File: config.mk
export PLATFORM = sky130hd
export DESIGN_NAME = zeroheti_irq_cond
export DESIGN_NICKNAME = d
export VERILOG_FILES = /design/src/rtl/zeroheti_irq_cond.sv
export SDC_FILE = /design/constraint.sdc
export NUM_CORES = 1
export LEC_CHECK = 0
export CAP_MARGIN = 20
export CORE_MARGIN = 5
export CORE_UTILIZATION = 40
export CTS_BUF_LIST = sky130_fd_sc_hd__clkbuf_4
export CTS_CLUSTER_SIZE = 25
export DETAILED_ROUTE_END_ITERATION = 6
export PLACE_DENSITY = 0.57
export RECOVER_POWER = 25
export SYNTH_ARGS = -nofsm -noshare
export SYNTH_HDL_FRONTEND = slang
export SYNTH_SLANG_ARGS = --single-unit
File: constraint.sdc
create_clock -name clk_i -period 23.7 [get_ports clk_i]
set_input_delay 4.74 -clock clk_i [delete_from_list [all_inputs] [get_ports clk_i]]
set_output_delay 4.74 -clock clk_i [all_outputs]
set_load 0.005 [all_outputs]
File: src/rtl/zeroheti_irq_cond.sv
// Per-line interrupt conditioner: synchroniser, stability filter, level/edge output stage.
// Optional glitch statistics counter enabled by defining ZEROHETI_IRQ_COND_STATS_EN.
//
// state | meaning
// LOW   | filtered level 0, synchronised input low
// RISE  | filtered level 0, counting a candidate rise
// HIGH  | filtered level 1, synchronised input high
// FALL  | filtered level 1, counting a candidate fall
module zeroheti_irq_cond #(
  parameter int NrIrqs     = 32,
  parameter int SyncStages = 2,
  parameter int FiltWidth  = 4
) (
  input  logic                 clk_i,
  input  logic                 rst_i,
  input  logic [NrIrqs-1:0]    irqs_i,
  input  logic [NrIrqs-1:0]    edge_mask_i,
  input  logic [FiltWidth-1:0] filt_len_i,
`ifdef ZEROHETI_IRQ_COND_STATS_EN
  input  logic                 glitch_clr_i,
  output logic [15:0]          glitch_cnt_o,
`endif
  output logic [NrIrqs-1:0]    irqs_o
);

  typedef enum logic [1:0] {ST_LOW, ST_RISE, ST_HIGH, ST_FALL} state_e;

  logic [NrIrqs-1:0]    sync_q [SyncStages];
  logic [NrIrqs-1:0]    s;
  state_e               state_q [NrIrqs];
  state_e               state_d [NrIrqs];
  logic [FiltWidth-1:0] cnt_q   [NrIrqs];
  logic [FiltWidth-1:0] cnt_d   [NrIrqs];
  logic [NrIrqs-1:0]    abort;
  logic [NrIrqs-1:0]    rise_evt;
  logic [NrIrqs-1:0]    f_d;

  always_ff @(posedge clk_i or posedge rst_i) begin
    if (rst_i) begin
      for (int k = 0; k < SyncStages; k++) sync_q[k] <= '0;
    end else begin
      sync_q[0] <= irqs_i;
      for (int k = 1; k < SyncStages; k++) sync_q[k] <= sync_q[k-1];
    end
  end

  assign s = sync_q[SyncStages-1];

  always_ff @(posedge clk_i or posedge rst_i) begin
    if (rst_i) begin
      for (int i = 0; i < NrIrqs; i++) begin
        state_q[i] <= ST_LOW;
        cnt_q[i]   <= '0;
      end
    end else begin
      for (int i = 0; i < NrIrqs; i++) begin
        state_q[i] <= state_d[i];
        cnt_q[i]   <= cnt_d[i];
      end
    end
  end

  always_comb begin
    for (int i = 0; i < NrIrqs; i++) begin
      state_d[i]  = state_q[i];
      cnt_d[i]    = cnt_q[i];
      abort[i]    = 1'b0;
      rise_evt[i] = 1'b0;
      case (state_q[i])
        ST_LOW: if (s[i]) begin
          if (filt_len_i == '0) begin
            state_d[i]  = ST_HIGH;
            rise_evt[i] = 1'b1;
          end else begin
            state_d[i] = ST_RISE;
            cnt_d[i]   = FiltWidth'(1);
          end
        end
        ST_RISE: if (!s[i]) begin
          state_d[i] = ST_LOW;
          cnt_d[i]   = '0;
          abort[i]   = 1'b1;
        end else if (cnt_q[i] >= filt_len_i) begin
          state_d[i]  = ST_HIGH;
          cnt_d[i]    = '0;
          rise_evt[i] = 1'b1;
        end else begin
          cnt_d[i] = cnt_q[i] + FiltWidth'(1);
        end
        ST_HIGH: if (!s[i]) begin
          if (filt_len_i == '0) begin
            state_d[i] = ST_LOW;
          end else begin
            state_d[i] = ST_FALL;
            cnt_d[i]   = FiltWidth'(1);
          end
        end
        ST_FALL: if (s[i]) begin
          state_d[i] = ST_HIGH;
          cnt_d[i]   = '0;
          abort[i]   = 1'b1;
        end else if (cnt_q[i] >= filt_len_i) begin
          state_d[i] = ST_LOW;
          cnt_d[i]   = '0;
        end else begin
          cnt_d[i] = cnt_q[i] + FiltWidth'(1);
        end
        default: begin
          state_d[i] = ST_LOW;
          cnt_d[i]   = '0;
        end
      endcase
      f_d[i] = (state_d[i] == ST_HIGH) || (state_d[i] == ST_FALL);
    end
  end

  // Output reflects the filter state being entered, so it is valid the first cycle f is 1.
  always_ff @(posedge clk_i or posedge rst_i) begin
    if (rst_i) irqs_o <= '0;
    else       irqs_o <= (edge_mask_i & rise_evt) | (~edge_mask_i & f_d);
  end

`ifdef ZEROHETI_IRQ_COND_STATS_EN
  logic [16:0] pop;
  logic [16:0] sum;

  always_comb begin
    pop = '0;
    for (int i = 0; i < NrIrqs; i++) pop = pop + 17'(abort[i]);
    sum = {1'b0, glitch_cnt_o} + pop;
  end

  always_ff @(posedge clk_i or posedge rst_i) begin
    if (rst_i)             glitch_cnt_o <= '0;
    else if (glitch_clr_i) glitch_cnt_o <= '0;
    else if (sum[16])      glitch_cnt_o <= 16'hFFFF;
    else                   glitch_cnt_o <= sum[15:0];
  end
`endif

endmodule

# Yosys cells after proc, flatten, opt, wreduce, memory -nomap -nowiden
# Cells that the tools add are included.
# classes
addsub,32
magnitude_cmp,32
eq_ne,224
n_mux,579
bitwise,4
reduce_logical,97
# op_table
cell,n
two-way mux 4 bit,192
one-hot mux 4 bit (4 select lines),32
two-way mux 2 bit,194
"equality test 2 bit, second input constant",128
one-hot mux 2 bit (4 select lines),32
"adder 4 x 1 -> 4 bit, second input constant",32
greater-or-equal comparator 4 bit,32
"inequality test 2 bit, second input constant",64
two-way mux 1 bit,97
bitwise AND 32 bit,2
"equality test 2 x 1 -> 1 bit, second input constant",32
zero test 2 bit,32
one-hot mux 1 bit (2 select lines),32
AND reduction 2 bit,32
logical OR 1 bit,32
NOT 32 bit,1
OR 32 bit,1
zero test 4 bit,1
# word_totals
reg_bits,288
in_bits,70

# Logic depth before layout (Yosys ltp)
# Gate-level depths: netlist of run 1.
# logic_depth
word_depth,8
depth_mapped,8
ltp_nobuf,7

# Worst setup path after synthesis of run 1
# OpenSTA, ideal clock, no wires.
# synth_timing
path_type,input -> register
startpoint,in filt_len_i[2]
endpoint,reg cnt_q[22] (netlist bit)
setup_time_ns,0.067
arrival_ns,6.778
required_ns,23.633
setup_slack_ns,16.855
stages,7
n_path_buf,0
path_cell_list,inv_1 > ha_1 > a21oi_1 > o21ai_0 > a211oi_1 > nor4bb_1 > a221o_1
# synth_via
elab_chain_cells,4
# synth_rtl
item,line_no,source
"start, declared",18,"input logic [FiltWidth-1:0] filt_len_i,"
greater-or-equal comparator 4 bit or zero test 4 bit (tied branches),--,
"two-way mux 4 bit, on equally long branches (2 in series)",--,
one-hot mux 4 bit (4 select lines) (*),69,case (state_q[i])
"end signal, assigned by index",58,cnt_q[i] <= cnt_d[i];
"end, declared",32,logic [FiltWidth-1:0] cnt_q [NrIrqs];
# Mark *: on every way between the ends. The rest lies on a longest branch, timed or not. The select of a mux whose other input is x is not followed.
# A chain may end at the register's enable or synchronous reset.

==> reports/metrics.yaml, run 1 <==
h-tree-depth: 3
violations: "capacitance limit, slew limit"
worst_pin_slew_ns: 5.178
period_needed_ns: 8.402
cp_slowest_cell: "clkinvlp_2"
async_reset_ff_share_pct: 100.0
cts_resized: 0
critPathMaxFanout: 118
drc: 0
viasPerCell: 5.155
wirelength_mm: 29.28
grt_max_degree: 172
drt-wirelength-per-cell_um: 14.08
synth_area_leader_cell: "dfrtp_1"
synthTopCellsByArea: "dfrtp_1 (48%), ha_1 (13%), nor2_1 (3.2%)"
worstSkewPairLatency_ns: 0.71
synthCells: 1388
io_buffer_count: 101
reg2reg_depth: 6
whs_ns: 0.3181
ir_drop_uv: 55.17
antenna_left: 0
critPathKind: "input pin to async pin"
setup_slack_ns: 15.30
endpoint_kind: "async pin"
cts_hold_buf: 0
required_ns: 23.56
dieArea_mm2: 0.04111
grtUsageTotal_pct: 14.63
postCtsSetupBuffers: 0
fmax_ghz: 0.1190
first_pass_iters: 6
cp-startpoint: "rst_i"
powerDensity_mw_per_mm2: 111.5
vias: 10723
n_fill_cell: 3421
synth-edff-count: 0
grt_pass1_wl_mm: 50.80
cp.arrival_ns: 8.26
crit_chain: "dlygate4sd3_1 > clkinvlp_2"
synthesis.area_mm2: 0.01486
cp_slowest_stage_delay_ns: 2.86
grt_pass1_vias: 10818
clock-skew-final_ns: 0.04027
critPathBufInv: 2
cp.depth: 2
coreArea_mm2: 0.03661
r2r_slack_ns: 21.61
hold_violations: 0
r2r-end: "cnt_q[26]$_DFFE_PP0P_"
ys_seq_area_share_pct: 48.50
yosysUniqueCellTypes: 54
syn_to_final_growth_pct: 16.97
layout_common_cells: "dfrtp_1 (288), ha_1 (160), nor2_1 (126), clkbuf_4 (122), nand2_1 (116)"
rsz0062_at_grt: "false"
yosysWarnings: 0
final_nets: 1791
finalSetupViolations: 0
cts.sinks: 288
critPathLaunchType: "input pin"
rows: 70
layout_commonest_cell: "dfrtp_1"
synth_nets: 1618
hold_depth: 0
crit_family: "buffers and inverters"
routabilityCongestion: 0.7839
hp-class: "flip-flop to flip-flop"
report.power.total_mw: 1.938
ios: 102
detailedPlace.worstSlack_ns: 15.97
antenna_found_initial: 1
crit_path_end: "sync_q[52]$_DFF_PP0_"
dp_hpwl_mm: 18.51
cts_tree: "built"
maxCapViolations: 1
reg2reg_from: "cnt_q[26]$_DFFE_PP0P_"
drv_slew: 119
die-width_um: 202.7
die_h_um: 202.7
synth_area_per_cell_um2: 10.71
clockBufferDepth: 3
cts_root_buf: "clkbuf_4"
synth_top_area_share_pct: 48.50
grt_remaining_overflow: 0
drt_iter0_markers: 446
drive_gt1_share_pct: 11.42
max_slew_margin_pct: -247.1
initial_core_util_pct: 40.59
p_leak_nw: 8.333
cts_buffers: 82
ys_seq_elements: 288
outcome: "complete, but fails checks"
fin_setup_tns_ns: 0
clk_pin_slew_worst_paths_ns: 0.06
synth_top_flop_cell: "dfrtp_1"
period_share_pct: 35.45
synth_stat cells, types with 10 or more instances:
cell      instances
mux2i_1          17
inv_1            81
o31ai_1          14
nand2b_1         11
nor3_1           13
nor3b_1          27
o21a_1           13
ha_1            160
nand2_1         116
a21o_1           31
a31oi_1          14
xnor2_1          32
a211oi_1         10
nor2b_1          38
o22ai_1          32
nand3_1          42
dfrtp_1         288
o211ai_1         23
a22o_1           26
nor2_1          126
o21ai_0          66
a21oi_1          43
a21boi_0         12
mux2_2           30
xor2_1           19
state kept, by name, indices dropped and copies added (netlist names):
name,count
cnt_q,128
irqs_o,32
s,32
state_q,64
sync_q,32
per-layer routing:
metal | GRT usage (%) | up-vias | routed length [µm]
li1 | - | 5405 | -
met1 | 19.64 | 5098 | 14260
met2 | 22.88 | 164 | 13090
met3 | 4.041 | 56 | 1281
met4 | 5.165 | 0 | 647
met5 | 0 | - | 0
worst min-delay path by stage:
stage	start	end	slack, ns
3_3_place_gp	sync_q[38]$_DFF_PP0_	s[6]$_DFF_PP0_	0.33
4_1_cts	sync_q[47]$_DFF_PP0_	s[15]$_DFF_PP0_	0.32
5_1_grt	sync_q[47]$_DFF_PP0_	s[15]$_DFF_PP0_	0.31
6_report	sync_q[47]$_DFF_PP0_	s[15]$_DFF_PP0_	0.32
3_5_place_dp	sync_q[47]$_DFF_PP0_	s[15]$_DFF_PP0_	0.33
2_1_floorplan	sync_q[32]$_DFF_PP0_	s[0]$_DFF_PP0_	0.33
cell families after synthesis:
logic type / count (synthesis) / share of synthesized area (%)
AND/OR/NAND/NOR: 408 / 13.33
AO/OA/AOI/OAI: 336 / 15.56
flip-flops: 288 / 48.50
adder cells (fa/ha/maj): 160 / 13.47
buffers and inverters: 96 / 2.517
XOR/XNOR: 51 / 3.006
multiplexers: 49 / 3.620
metrics by stage:
step                util (%)  instance area (µm²)  std cells
floorplan                  -                14860       1388
CTS                    47.49                17390       2079
global route           47.48                17380       2080
finish                 47.48                17380       2080
detailed placement     44.86                16420       1945
global placement       44.86                16420       1945
report_power, final:
part           switching [mW]  internal, mW  total (mW)
combinational           0.352         0.353       0.704
clock                   0.204         0.232       0.436
sequential              0.152         0.645       0.798
area by class of cell:
| class | count | area (µm²) | area share, % |
|---|---|---|---|
| clock buffer | 122 | 915.9 | 5.269 |
| sequential | 288 | 7207 | 41.46 |
| antenna | 1 | 2.502 | 0.01440 |
| multi-input combinational | 1004 | 7279 | 41.88 |
| tap | 468 | 585.6 | 3.369 |
| inverter | 81 | 305.3 | 1.756 |
| timing repair buffer | 104 | 1041 | 5.989 |
| clock inverter | 12 | 46.29 | 0.2663 |
Note: power is estimated with default switching activity, not from simulation.
==> run 2, diff against run 1 <==
clock period = 8.2 ns   (was 23.7 ns; I/O delays follow)
==> run 2 against run 1 <==
Net effect: the run now ends clean; first-iteration DRC count fell by 2.0%; utilization rose by 0.30 points; die area did not move; non-clock buffer count rose by 8; sequential cell count did not move; sequential share of layout area fell by 0.26 points; routed wire length rose by 2.1%; worst hold slack improved by 0.015 ns; critical path type is now input pin to flip-flop; clock-buffer cell count fell by 7.
==> reports/metrics.yaml, run 2 (same netlist as run 1, synthesis figures left out) <==
critPathKind: "input pin to flip-flop"
regMostFlops: "cnt_q"
whs_ns: 0.3334  # +0.01533 ns
worst_pin_slew_ns: 1.360  # -3.817 ns
rsz0062_at_grt: "false"
antenna_left: 0  # unchanged
detailedPlace.worstSlack_ns: 3.574  # -12.39 ns
hp-class: "flip-flop to flip-flop"
drc: 0  # unchanged
fin_util_pct: 47.78  # +0.30 points
cp_slowest_cell: "inv_2"
die-width_um: 202.7  # unchanged
cts_tree: "built"
grt_max_degree: 75  # -56%
wirelength_mm: 29.90  # +2.1%
ios: 102  # unchanged
clockBufferDepth: 3  # unchanged
layout_commonest_cell: "dfrtp_1"
powerDensity_mw_per_mm2: 324.3  # +190%
first_pass_iters: 5  # -1
die_h_um: 202.7  # unchanged
grt_remaining_overflow: 0  # unchanged
final_nets: 1798  # +0.39%
cts_buffers: 81  # -1.2%
endpoint_kind: "flip-flop"
drt-wirelength-per-cell_um: 14.29  # +1.5%
postPlaceCellArea_mm2: 0.01646  # +0.22%
grt_pass1_vias: 10805  # -0.12%
outcome: "finished, final reports clean"
period_needed_ns: 3.811
fin_setup_tns_ns: 0  # unchanged
cp_slowest_stage_delay_ns: 0.69  # -2.17 ns
viasPerCell: 5.129  # -0.50%
crit_chain: "clkdlybuf4s50_1 > inv_2 > ha_1 > nand2_1 > o21ai_0 > a211oi_1 > nor4bb_1 > a221o_1"
cts.sinks: 288  # unchanged
critPathMaxFanout: 32  # -73%
dp_cells: 1952  # +0.36%
dieArea_mm2: 0.04111  # unchanged
crit_family: "buffers and inverters"
finalSetupViolations: 0  # unchanged
h-tree-depth: 3  # unchanged
final_cells: 2093  # +0.63%
maxCapViolations: 0  # -1
antenna_found_initial: 3  # +2
critPathLaunchType: "input pin"
period_share_pct: 46.47
fin_area_mm2: 0.01749  # +0.63%
grt_pass1_wl_mm: 51.47  # +1.3%
worstSkewPairLatency_ns: 0.73  # +0.02 ns
drt_iter0_markers: 437  # -2.0%
dp_hpwl_mm: 19.32  # +4.4%
ir_drop_uv: 162.4  # +190%
layout_common_cells: "dfrtp_1 (288), ha_1 (160), nor2_1 (126), nand2_1 (116), clkbuf_4 (115)"
cts_root_buf: "clkbuf_4"
drive_gt1_share_pct: 11.52  # +0.10 points
reg_top3: "cnt_q x128, state_q x64"
vias: 10736  # +0.12%
cts_resized: 0  # unchanged
max_slew_margin_pct: 9.306  # +260 points
cp.arrival_ns: 4.48  # -3.78 ns
cts_hold_buf: 0  # unchanged
coreArea_mm2: 0.03661  # unchanged
routabilityCongestion: 0.7747  # -1.2%
grtUsageTotal_pct: 14.87  # +0.24 points
rows: 70  # unchanged
initial_core_util_pct: 40.59  # unchanged
clk_pin_slew_worst_paths_ns: 0.07  # about the same
io_buffer_count: 101  # unchanged
p_leak_nw: 8.383  # +0.59%
largest_reg_flops: 128  # unchanged
clock-skew-final_ns: 0.02967  # -0.01059 ns
fmax_ghz: 0.2624
report.power.total_mw: 5.673  # +190%
critPathBufInv: 2  # unchanged
setup_slack_ns: 4.389  # -10.91 ns
syn_to_final_growth_pct: 17.71
drv_slew: 0  # -100%
postCtsSetupBuffers: 0  # unchanged
hold_violations: 0  # unchanged
required_ns: 8.87  # -14.69 ns
## run 2: path summary, 6_finish.rpt
| path | from | endpoint | slack (ns) | cells past startpoint |
|---|---|---|---|---|
| hold reg to reg | sync_q[38]$_DFF_PP0_ | s[6]$_DFF_PP0_ | 0.33 | 0 |
| max in group asynchronous | rst_i | cnt_q[100]$_DFFE_PP0P_ | 4.75 | 3 |
| setup / recovery | filt_len_i[1] | cnt_q[10]$_DFFE_PP0P_ | 4.39 | 8 |
| setup reg to reg | cnt_q[10]$_DFFE_PP0P_ | cnt_q[10]$_DFFE_PP0P_ | 6.08 | 6 |
| min in group asynchronous | rst_i | sync_q[40]$_DFF_PP0_ | 1.64 | 2 |
| hold / removal | sync_q[38]$_DFF_PP0_ | s[6]$_DFF_PP0_ | 0.33 | 0 |
## run 2: report_power, final
part	internal, mW	switching (mW)
Combinational	1.02	1.02
Sequential	1.86	0.444
Clock	0.705	0.612
Total	3.59	2.08
## run 2: metal layers
layer / share of wire [%] / vias up / global-route usage (%)
li1: - / 5406 / -
met1: 49 / 5087 / 20.30
met2: 44 / 187 / 23.04
met3: 4.7 / 56 / 4.041
met4: 2.4 / 0 / 4.995
met5: 0 / - / 0
## run 2: area by class of cell
cell class | count | area [µm²]
Timing Repair Buffer | 112 | 1101
Multi-Input combinational cell | 1004 | 7279
Inverter | 81 | 305.3
Clock inverter | 23 | 146.4
Fill cell | 3418 | 19120
Sequential cell | 288 | 7207
Tap cell | 468 | 585.6
Clock buffer | 115 | 863.3
Antenna cell | 2 | 5.005
## run 2: worst reg2reg max path: stages, from the launching register on
cell and delay (ns):
dfrtp_1 0.42, ha_1 0.31, a21oi_1 0.11, o21ai_0 0.12, a211oi_1 0.57, nor4bb_1 0.38, a221o_1 0.15
==> run 3, diff against run 2 <==
clock period = 3.6 ns   (was 8.2 ns; I/O delays follow)
==> run 3 against run 2 <==
Net effect: global-route usage barely moved; die area did not move; utilization rose by 0.57 points; worst hold slack improved by 0.0099 ns; non-clock buffer count rose by 15; combinational power rose by 130%; largest power group unchanged.
==> reports/metrics.yaml, run 3 (same netlist as run 1, synthesis figures left out) <==
drc: 0  # unchanged
final-seq-area_mm2: 0.007207  # unchanged
die-width_um: 202.7  # unchanged
period_needed_ns: 2.558
drive_gt1_share_pct: 12.95  # +1.4 points
syn_to_final_growth_pct: 19.12
whs_ns: 0.3434  # +0.009920 ns
grt_max_degree: 65  # -13%
dp_hpwl_mm: 20.68  # +7.0%
grt_remaining_overflow: 0  # unchanged
cts_root_buf: "clkbuf_4"
grt_pass1_vias: 10864  # +0.55%
outcome: "finished, final reports clean"
cts_hold_buf: 0  # unchanged
worstSkewPairLatency_ns: 0.75  # +0.02 ns
cts_buffers: 82  # +1.2%
drv_slew: 0  # unchanged
grt_pass1_wl_mm: 51.43  # about the same
dieArea_mm2: 0.04111  # unchanged
initial_core_util_pct: 40.59  # unchanged
postPlaceCellArea_mm2: 0.01668  # +1.3%
hold_violations: 0  # unchanged
layout_commonest_cell: "dfrtp_1"
p_leak_nw: 8.508  # +1.5%
first_pass_iters: 4  # -1
clockBufferDepth: 3  # unchanged
maxCapViolations: 0  # unchanged
reg_top3: "cnt_q x128, state_q x64"
fmax_ghz: 0.3910
period_share_pct: 71.04
fin_setup_tns_ns: 0  # unchanged
regMostFlops: "cnt_q"
multi_input_area_mm2: 0.007279  # unchanged
clock-skew-final_ns: 0.05557  # +0.02590 ns
worst_pin_slew_ns: 1.268  # -0.09256 ns
coreArea_mm2: 0.03661  # unchanged
die_h_um: 202.7  # unchanged
fin_area_mm2: 0.01770  # +1.2%
setup_slack_ns: 1.042  # -3.347 ns
finalSetupViolations: 0  # unchanged
detailedPlace.worstSlack_ns: 0.2758  # -3.298 ns
n_fill_cell: 3412  # -0.18%
postCtsSetupBuffers: 0  # unchanged
cts_tree: "built"
rsz0062_at_grt: "false"
rows: 70  # unchanged
vias: 10829  # +0.87%
cts_resized: 0  # unchanged
powerDensity_mw_per_mm2: 738.5  # +130%
cts.sinks: 288  # unchanged
fin_util_pct: 48.35  # +0.57 points
routabilityCongestion: 0.7755  # +0.10%
critPathLaunchType: "input pin"
final_nets: 1814  # +0.89%
dp_cells: 1968  # +0.82%
critPathMaxFanout: 14  # -56%
grtUsageTotal_pct: 14.92  # +0.046 points
h-tree-depth: 3  # unchanged
required_ns: 4.19  # -4.68 ns
largest_reg_flops: 128  # unchanged
antenna_found_initial: 1  # -2
final_cells: 2114  # +1.0%
wirelength_mm: 30.12  # +0.71%
cp.arrival_ns: 3.15  # -1.33 ns
drt_iter0_markers: 442  # +1.1%
critPathKind: "input pin to flip-flop"
io_buffer_count: 101  # unchanged
max_slew_margin_pct: 15.48  # +6.2 points
clk_pin_slew_worst_paths_ns: 0.06  # about the same
layout_common_cells: "dfrtp_1 (288), ha_1 (160), nor2_1 (126), clkbuf_4 (123), nand2_1 (116)"
viasPerCell: 5.123  # -0.14%
hp-class: "flip-flop to flip-flop"
report.power.total_mw: 13.07  # +130%
endpoint_kind: "flip-flop"
ios: 102  # unchanged
antenna_left: 0  # unchanged
ir_drop_uv: 324.8  # +100%
drt-wirelength-per-cell_um: 14.25  # -0.29%
## run 3: cell type report
cell class / instances / area share, %
antenna: 1 / 0.01414
clock buffer: 123 / 5.216
clock inverter: 22 / 0.8058
inverter: 81 / 1.725
multi-input combinational: 1004 / 41.12
sequential: 288 / 40.71
tap: 468 / 3.308
timing repair buffer: 127 / 7.096
## run 3: worst paths after layout
kind / start / to / slack, ns / depth (start not counted)
hold / removal: sync_q[39]$_DFF_PP0_ / s[7]$_DFF_PP0_ / 0.34 / 0
hold reg to reg: sync_q[39]$_DFF_PP0_ / s[7]$_DFF_PP0_ / 0.34 / 0
min in group asynchronous: rst_i / state_q[46]$_DFF_PP0_ / 0.64 / 2
max in group asynchronous: rst_i / state_q[9]$_DFF_PP0_ / 1.25 / 3
setup / recovery: filt_len_i[1] / irqs_o[8]$_DFF_PP0_ / 1.04 / 9
setup reg to reg: cnt_q[90]$_DFFE_PP0P_ / cnt_q[91]$_DFFE_PP0P_ / 1.46 / 6
## run 3: critical path, cell delays in order
cell	delay, ns
clkdlybuf4s50_1	0.48
inv_2	0.35
buf_4	0.31
ha_1	0.21
o211ai_1	0.10
o211ai_1	0.30
o21a_1	0.20
mux2_2	0.34
a21boi_0	0.12
## run 3: report_power, final
| group | switching [mW] | internal [mW] | leakage, nW |
|---|---|---|---|
| sequential | 1.01 | 4.25 | 3.60 |
| combinational | 2.34 | 2.38 | 4.27 |
| clock | 1.39 | 1.70 | 0.636 |
## run 3: metal layers
layer,part of all wire [%],global-route usage (%),vias to the layer above
met5,0,0,-
met4,2.4,5.359,0
met3,4.6,4.089,66
met2,44,22.92,170
met1,49,20.37,5133
li1,-,-,5460
